### src/rtl/android2fpga_st_bytes_to_packets.sv
// rtl/android2fpga_st_bytes_to_packets.sv - in-band framed byte stream to SOP/EOP/channel packet stream decoder
module android2fpga_st_bytes_to_packets #(
    parameter int CHANNEL_WIDTH = 8
) (
    input  logic                     clk_i,
    input  logic                     reset_i,
    output logic                     in_ready_o,
    input  logic                     in_valid_i,
    input  logic [7:0]               in_data_i,
    input  logic                     out_ready_i,
    output logic                     out_valid_o,
    output logic [7:0]               out_data_o,
    output logic                     out_startofpacket_o,
    output logic                     out_endofpacket_o,
    output logic [CHANNEL_WIDTH-1:0] out_channel_o
);

    localparam logic [7:0] SOP_CHAR  = 8'h7A;
    localparam logic [7:0] EOP_CHAR  = 8'h7B;
    localparam logic [7:0] CHAN_CHAR = 8'h7C;
    localparam logic [7:0] ESC_CHAR  = 8'h7D;
    localparam logic [7:0] ESC_XOR   = 8'h20;

    // Framing flags collected ahead of the next data byte
    logic pending_sop_q, pending_sop_d;
    logic pending_eop_q, pending_eop_d;
    logic expect_chan_q, expect_chan_d;
    logic escaped_q, escaped_d;
    logic [CHANNEL_WIDTH-1:0] channel_q, channel_d;

    // One-entry output register
    logic                     out_valid_q, out_valid_d;
    logic [7:0]               out_data_q, out_data_d;
    logic                     out_sop_q, out_sop_d;
    logic                     out_eop_q, out_eop_d;
    logic [CHANNEL_WIDTH-1:0] out_channel_q, out_channel_d;

    logic       accept;
    logic [7:0] byte_val;

    // The output register can take a new beat whenever it is empty or being drained
    assign in_ready_o = out_ready_i || !out_valid_q;

    assign out_valid_o         = out_valid_q;
    assign out_data_o          = out_data_q;
    assign out_startofpacket_o = out_sop_q;
    assign out_endofpacket_o   = out_eop_q;
    assign out_channel_o       = out_channel_q;

    // Decode the accepted byte into flag updates, a channel capture or a data beat
    always_comb begin
        pending_sop_d = pending_sop_q;
        pending_eop_d = pending_eop_q;
        expect_chan_d = expect_chan_q;
        escaped_d     = escaped_q;
        channel_d     = channel_q;
        out_valid_d   = out_valid_q;
        out_data_d    = out_data_q;
        out_sop_d     = out_sop_q;
        out_eop_d     = out_eop_q;
        out_channel_d = out_channel_q;

        accept   = in_valid_i && in_ready_o;
        byte_val = escaped_q ? (in_data_i ^ ESC_XOR) : in_data_i;

        if (out_valid_q && out_ready_i) begin
            out_valid_d = 1'b0;
        end

        if (accept) begin
            if (!escaped_q && in_data_i == SOP_CHAR) begin
                pending_sop_d = 1'b1;
                expect_chan_d = 1'b0;
            end else if (!escaped_q && in_data_i == EOP_CHAR) begin
                pending_eop_d = 1'b1;
                expect_chan_d = 1'b0;
            end else if (!escaped_q && in_data_i == CHAN_CHAR) begin
                expect_chan_d = 1'b1;
            end else if (!escaped_q && in_data_i == ESC_CHAR) begin
                // expect_chan is deliberately left alone so an escaped channel byte works
                escaped_d = 1'b1;
            end else begin
                escaped_d = 1'b0;
                if (expect_chan_q) begin
                    channel_d     = byte_val[CHANNEL_WIDTH-1:0];
                    expect_chan_d = 1'b0;
                end else begin
                    out_valid_d   = 1'b1;
                    out_data_d    = byte_val;
                    out_sop_d     = pending_sop_q;
                    out_eop_d     = pending_eop_q;
                    out_channel_d = channel_q;
                    pending_sop_d = 1'b0;
                    pending_eop_d = 1'b0;
                end
            end
        end
    end

    // State register; reset drops any partially decoded packet immediately
    always_ff @(posedge clk_i or posedge reset_i) begin
        if (reset_i) begin
            pending_sop_q <= 1'b0;
            pending_eop_q <= 1'b0;
            expect_chan_q <= 1'b0;
            escaped_q     <= 1'b0;
            channel_q     <= '0;
            out_valid_q   <= 1'b0;
            out_data_q    <= 8'h00;
            out_sop_q     <= 1'b0;
            out_eop_q     <= 1'b0;
            out_channel_q <= '0;
        end else begin
            pending_sop_q <= pending_sop_d;
            pending_eop_q <= pending_eop_d;
            expect_chan_q <= expect_chan_d;
            escaped_q     <= escaped_d;
            channel_q     <= channel_d;
            out_valid_q   <= out_valid_d;
            out_data_q    <= out_data_d;
            out_sop_q     <= out_sop_d;
            out_eop_q     <= out_eop_d;
            out_channel_q <= out_channel_d;
        end
    end

endmodule

### config.mk
export PLATFORM = sky130hd
export DESIGN_NAME = android2fpga_st_bytes_to_packets
export DESIGN_NICKNAME = d
export VERILOG_FILES = /design/src/rtl/android2fpga_st_bytes_to_packets.sv
export SDC_FILE = /design/constraint.sdc
export NUM_CORES = 1
export LEC_CHECK = 0
export CORE_UTILIZATION = 45
export DETAILED_ROUTE_END_ITERATION = 12
export PLACE_DENSITY = 0.73
export REMOVE_ABC_BUFFERS = 1
export SYNTH_ARGS = -nofsm -noshare
export SYNTH_HDL_FRONTEND = slang
export SYNTH_SLANG_ARGS = --single-unit
### constraint.sdc
create_clock -name clk_i -period 4.7 [get_ports clk_i]
set_input_delay 0.705 -clock clk_i [delete_from_list [all_inputs] [get_ports clk_i]]
set_output_delay 0.705 -clock clk_i [all_outputs]
set_load 0.02 [all_outputs]
; After elaboration in Yosys (flattened, before gate mapping)
; Index checks and enable logic that the tools add are counted.
[op_classes]
reduce_logical = 15
eq_ne = 12
muxes = 19
n_bitwise = 6
[op_table]
columns = cell, count
row1 = equality test 8 x 7 -> 1 bit (second input constant), 4
row2 = two-way mux 1 bit, 18
row3 = AND reduction 6 bit, 2
row4 = != test 2 bit (second input constant), 5
row5 = AND reduction 5 bit, 2
row6 = logical AND 1 bit, 6
row7 = two-way mux 6 bit, 1
row8 = inverter 1 bit, 6
row9 = != test 2 x 1 -> 1 bit (second input constant), 2
row10 = != test 4 bit (second input constant), 1
row11 = AND reduction 4 bit, 1
row12 = zero test 1 bit, 2
row13 = AND reduction 2 bit, 1
row14 = logical OR 1 bit, 1
[totals]
output_inout_bits = 20
in_bits = 12
register_bits = 31

; Longest topological paths before layout
[depth]
ltp_word = 8
depth_mapped = 7
mapped_depth_nobuf = 4

; Worst setup path before layout
; Ideal clock, no wire load.
[synth_path]
path_type = input-to-reg
start = input port in_data_i[2]
end = register out_channel_q[0], in the netlist out_channel_o[0]
t_arrival_ns = 2.084
stages = 7
required_time_ns = 4.575
path_slack_ns = 2.491
path_cell_list = buf_4 -> xor2_2 -> or4b_1 -> nand2b_1 -> buf_6 -> buf_12 -> mux2_4
[synth_via]
elab_chain_cells = 4
word_cells_on_any_way = 13
classes_between = eq/ne: 4 / bitwise: 4 / reduce/logical: 5
[synth_rtl]
columns = item, line
row1 = from (decl), 9  ; input logic [7:0] in_data_i,
row2 = equality test 8 x 7 -> 1 bit (on tied branches), --
row3 = logical AND 1 bit (on tied branches), --
row4 = inverter 1 bit (no source line), --
row5 = AND reduction 6 bit (no source line) *, --
row6 = to (signal assigned), 123  ; out_channel_q <= out_channel_d;
row7 = to (decl), 36  ; logic [CHANNEL_WIDTH-1:0] out_channel_q, out_channel_d;
; Every way passes the cells marked *; elsewhere a longest branch is shown, timed or not.
; A chain may end at the register's enable or synchronous reset.

; Final worst setup path
[layout_path]
start = input port in_data_i[2]
end = register out_data_q[4], in the netlist out_data_o[4]
[layout_via]
elab_chain_cells = 4
word_cells_on_any_way = 13
classes_between = eq/ne: 4 / bitwise: 4 / reduce/logical: 5
[layout_rtl]
columns = item, line
row1 = equality test 8 x 7 -> 1 bit (on tied branches), --
row2 = logical AND 1 bit (on tied branches), --
row3 = inverter 1 bit (no source line), --
row4 = AND reduction 6 bit (no source line) *, --
row5 = to (signal assigned), 120  ; out_data_q <= out_data_d;
row6 = to (decl), 33  ; logic [7:0] out_data_q, out_data_d;
; Marked as above.

==> reports/qor.txt <==
Status -> finished with violations
Violated checks -> DRC
Setup crit end kind -> register
Total number of yosys warnings -> 0
Final Cycle Share -> 62.8%
Initial Util -> 49.2%
N_diodes -> 0
PostCTS Resize Cnt -> 0
Worst vdd ir -> 242 uV
Reg-to-Reg Start -> escaped_q
Die area -> 0.00337 sq mm
R2R Path End -> out_data_o[4]
Die height -> 58.1 um
Setup violators final -> 0
Cts hold-fix bufs -> 0
Hold WC Path Type -> reg -> reg
Remaining antenna violation count -> 0
Vias in the first global route -> 988
Top cells by area, synth -> dfrtp_1 55%, mux2_2 8.8%, mux2_4 8.5%, nand2_1 2.4%, a22o_1 1.9%
Hold Path Stages -> 1
Clock root buffer -> clkbuf_4
Final Instance Area -> 0.00179 sq mm
Die width -> 58.1 um
WP data arrival -> 3.16 ns
Layout area overhead -> 26.4%
Register area share after synthesis -> 54.9%
Post-DP HPWL -> 1840 um
Reg-to-reg slack, setup -> 2.49 ns
Unrepaired setup endpoints after global routing -> no
TritonRoute pass-1 iters -> 10
Clock sink total -> 31
Total power -> 0.898 mW
Pleak -> 0.810 nW
CORE AREA -> 0.00288 sq mm
Dpl ws -> 1.39 ns
Top cell type's share of synthesized area -> 54.9%
I/O pins -> 32
Max_cap viols -> 0
Slew HR -> 24.6%
DR iter-0 viols -> 13
Mean Syn Cell Area -> 12.9 sq um
Largest net degree at the start of global routing -> 32
Clk buf depth -> 2
Total track usage -> 18.1%
Initial antenna violation count -> 0
Routed WL -> 2640 um
Vias -> 958
Nets@finish -> 154
Primary FF master, synth -> dfrtp_1
Slew @ Worst Pin -> 1.13 ns
Final hold vios -> 0
Cell count after synthesis -> 110
Fmax -> 0.339 GHz
Distinct cells, synth -> 33
Reg2Reg Depth -> 3
Drt drc -> 3
Clock skew -> 0.00320 ns
Gr ovfl total -> 0
Post-synthesis register bit count -> 31
Slew Limit Fails -> 0
Hold_sp -> out_data_o[3]
Post-synthesis async set-or-reset flop share -> 100%
Fraction of layout cells with a size suffix above 1 -> 20.3%
Row cnt -> 19
DR WL/cell -> 14.3 um
Setup crit start kind -> input pin
CTS tree -> built
Final min period -> 2.95 ns
Synth area leader -> dfrtp_1
Crit path required time -> 4.91 ns
Clk slew on worst S/H paths -> 0.09 ns
Clk_lat worst skew -> 0.32 ns
Post CTS Setup Buffer Count -> 0
Peak fanout along the critical path -> 17
Final WS setup -> 1.75 ns
CTS H-tree depth -> 2
Dpl cell area -> 0.00172 sq mm
I/O Buffers -> 31
Worst hold path endpoint -> out_data_o[3]
Post-synthesis cell area -> 0.00141 sq mm
Crit path kind -> in -> reg
PD cells -> 503 mW/mm^2
Filler cells -> 243
Number of flops mapped to enable cells by yosys -> 0
Number of CTS-inserted buffers -> 5
Setup Total Neg Slack -> 0 ns
Placer Congestion -> 0.834
First-pass GRT wire length -> 4460 um
Vias per cell -> 5.18
[power breakdown]
| group | switching [mW] | internal, mW |
|---|---|---|
| Sequential | 0.0479 | 0.348 |
| Clock | 0.0826 | 0.0879 |
| Combinational | 0.145 | 0.187 |
| Total | 0.275 | 0.623 |
[worst max-delay path, stage by stage]
cell	delay, ns
clkdlybuf4s50_1	0.70
xor2_2	0.17
or4b_1	0.47
nand2b_1	0.69
mux2_2	0.42
[cell type report]
type | count | area (sq um) | area share [%]
multi-input cells | 69 | 564 | 31.6
inverters | 4 | 15.0 | 0.840
clock buffers | 8 | 68.8 | 3.85
well taps | 42 | 52.6 | 2.94
flip-flops and latches | 31 | 776 | 43.4
repair buffers | 31 | 310 | 17.4
[cells in the mapped netlist, types with 2 or more instances]
| cell type | number |
|---|---|
| nand2b_1 | 2 |
| buf_6 | 2 |
| nor2_1 | 5 |
| a221oi_1 | 2 |
| mux2i_1 | 2 |
| dfrtp_1 | 31 |
| mux2_4 | 8 |
| a22oi_1 | 3 |
| a22o_1 | 3 |
| nand2_1 | 9 |
| mux2_2 | 11 |
| a21oi_1 | 3 |
| o22ai_1 | 4 |
| o21ai_0 | 3 |
| inv_1 | 4 |
[registers in the layout, summed over array words and instances, names as in the netlist]
| name | count |
|---|---|
| expect_chan_q | 1 |
| pending_eop_q | 1 |
| out_valid_o | 1 |
| out_data_o | 8 |
| out_startofpacket_o | 1 |
| channel_q | 8 |
| pending_sop_q | 1 |
| out_endofpacket_o | 1 |
| out_channel_o | 8 |
| escaped_q | 1 |
[kinds of logic (layout without fill, tap and decap cells)]
logic type | count (synthesis) | count (layout) | synth area share, %
flip-flops | 31 | 31 | 54.9
buffers and inverters | 10 | 43 | 5.22
XOR/XNOR | 2 | 2 | 1.77
AO/OA/AOI/OAI | 20 | 20 | 9.82
AND/OR/NAND/NOR | 26 | 26 | 9.65
multiplexers | 21 | 21 | 18.7
[how the worst max path moves through the flow]
stage	slack, ns	start	endpoint	depth (start not counted)
2_1_floorplan	2.29	out_ready_i	out_channel_o[6]	4
3_3_place_gp	1.48	in_data_i[2]	out_channel_o[7]	5
3_5_place_dp	1.39	in_data_i[2]	out_channel_o[6]	5
4_1_cts	1.75	in_data_i[2]	out_channel_o[6]	5
5_1_grt	1.66	in_data_i[2]	out_data_o[4]	5
6_report	1.75	in_data_i[2]	out_data_o[4]	5
[per-stage QoR]
stage / utilization [%] / hold WS, ns / instances
2_1_floorplan: - / 0.462 / 104
3_3_place_gp: 59.7 / 0.480 / 177
3_5_place_dp: 59.7 / 0.493 / 177
4_1_cts: 62.1 / 0.514 / 185
5_1_grt: 62.1 / 0.527 / 185
6_report: 62.1 / 0.508 / 185
[cells in the final DEF (no fill, tap or decap), types with 4 or more instances in the layout]
master and n:
nand2_1 9, o22ai_1 4, dfrtp_1 31, mux2_2 11
inv_1 4, clkbuf_4 5, mux2_4 8, clkdlybuf4s50_1 31
nor2_1 5
[layer usage]
layer	vias up	part of all wire, %	track usage [%]
met3	6	6.5	7.37
met4	0	1.4	6.12
li1	455	-	-
met1	466	47	21.7
met5	-	0	0
met2	31	45	29.7
Note: power is estimated with default switching activity, not from simulation.
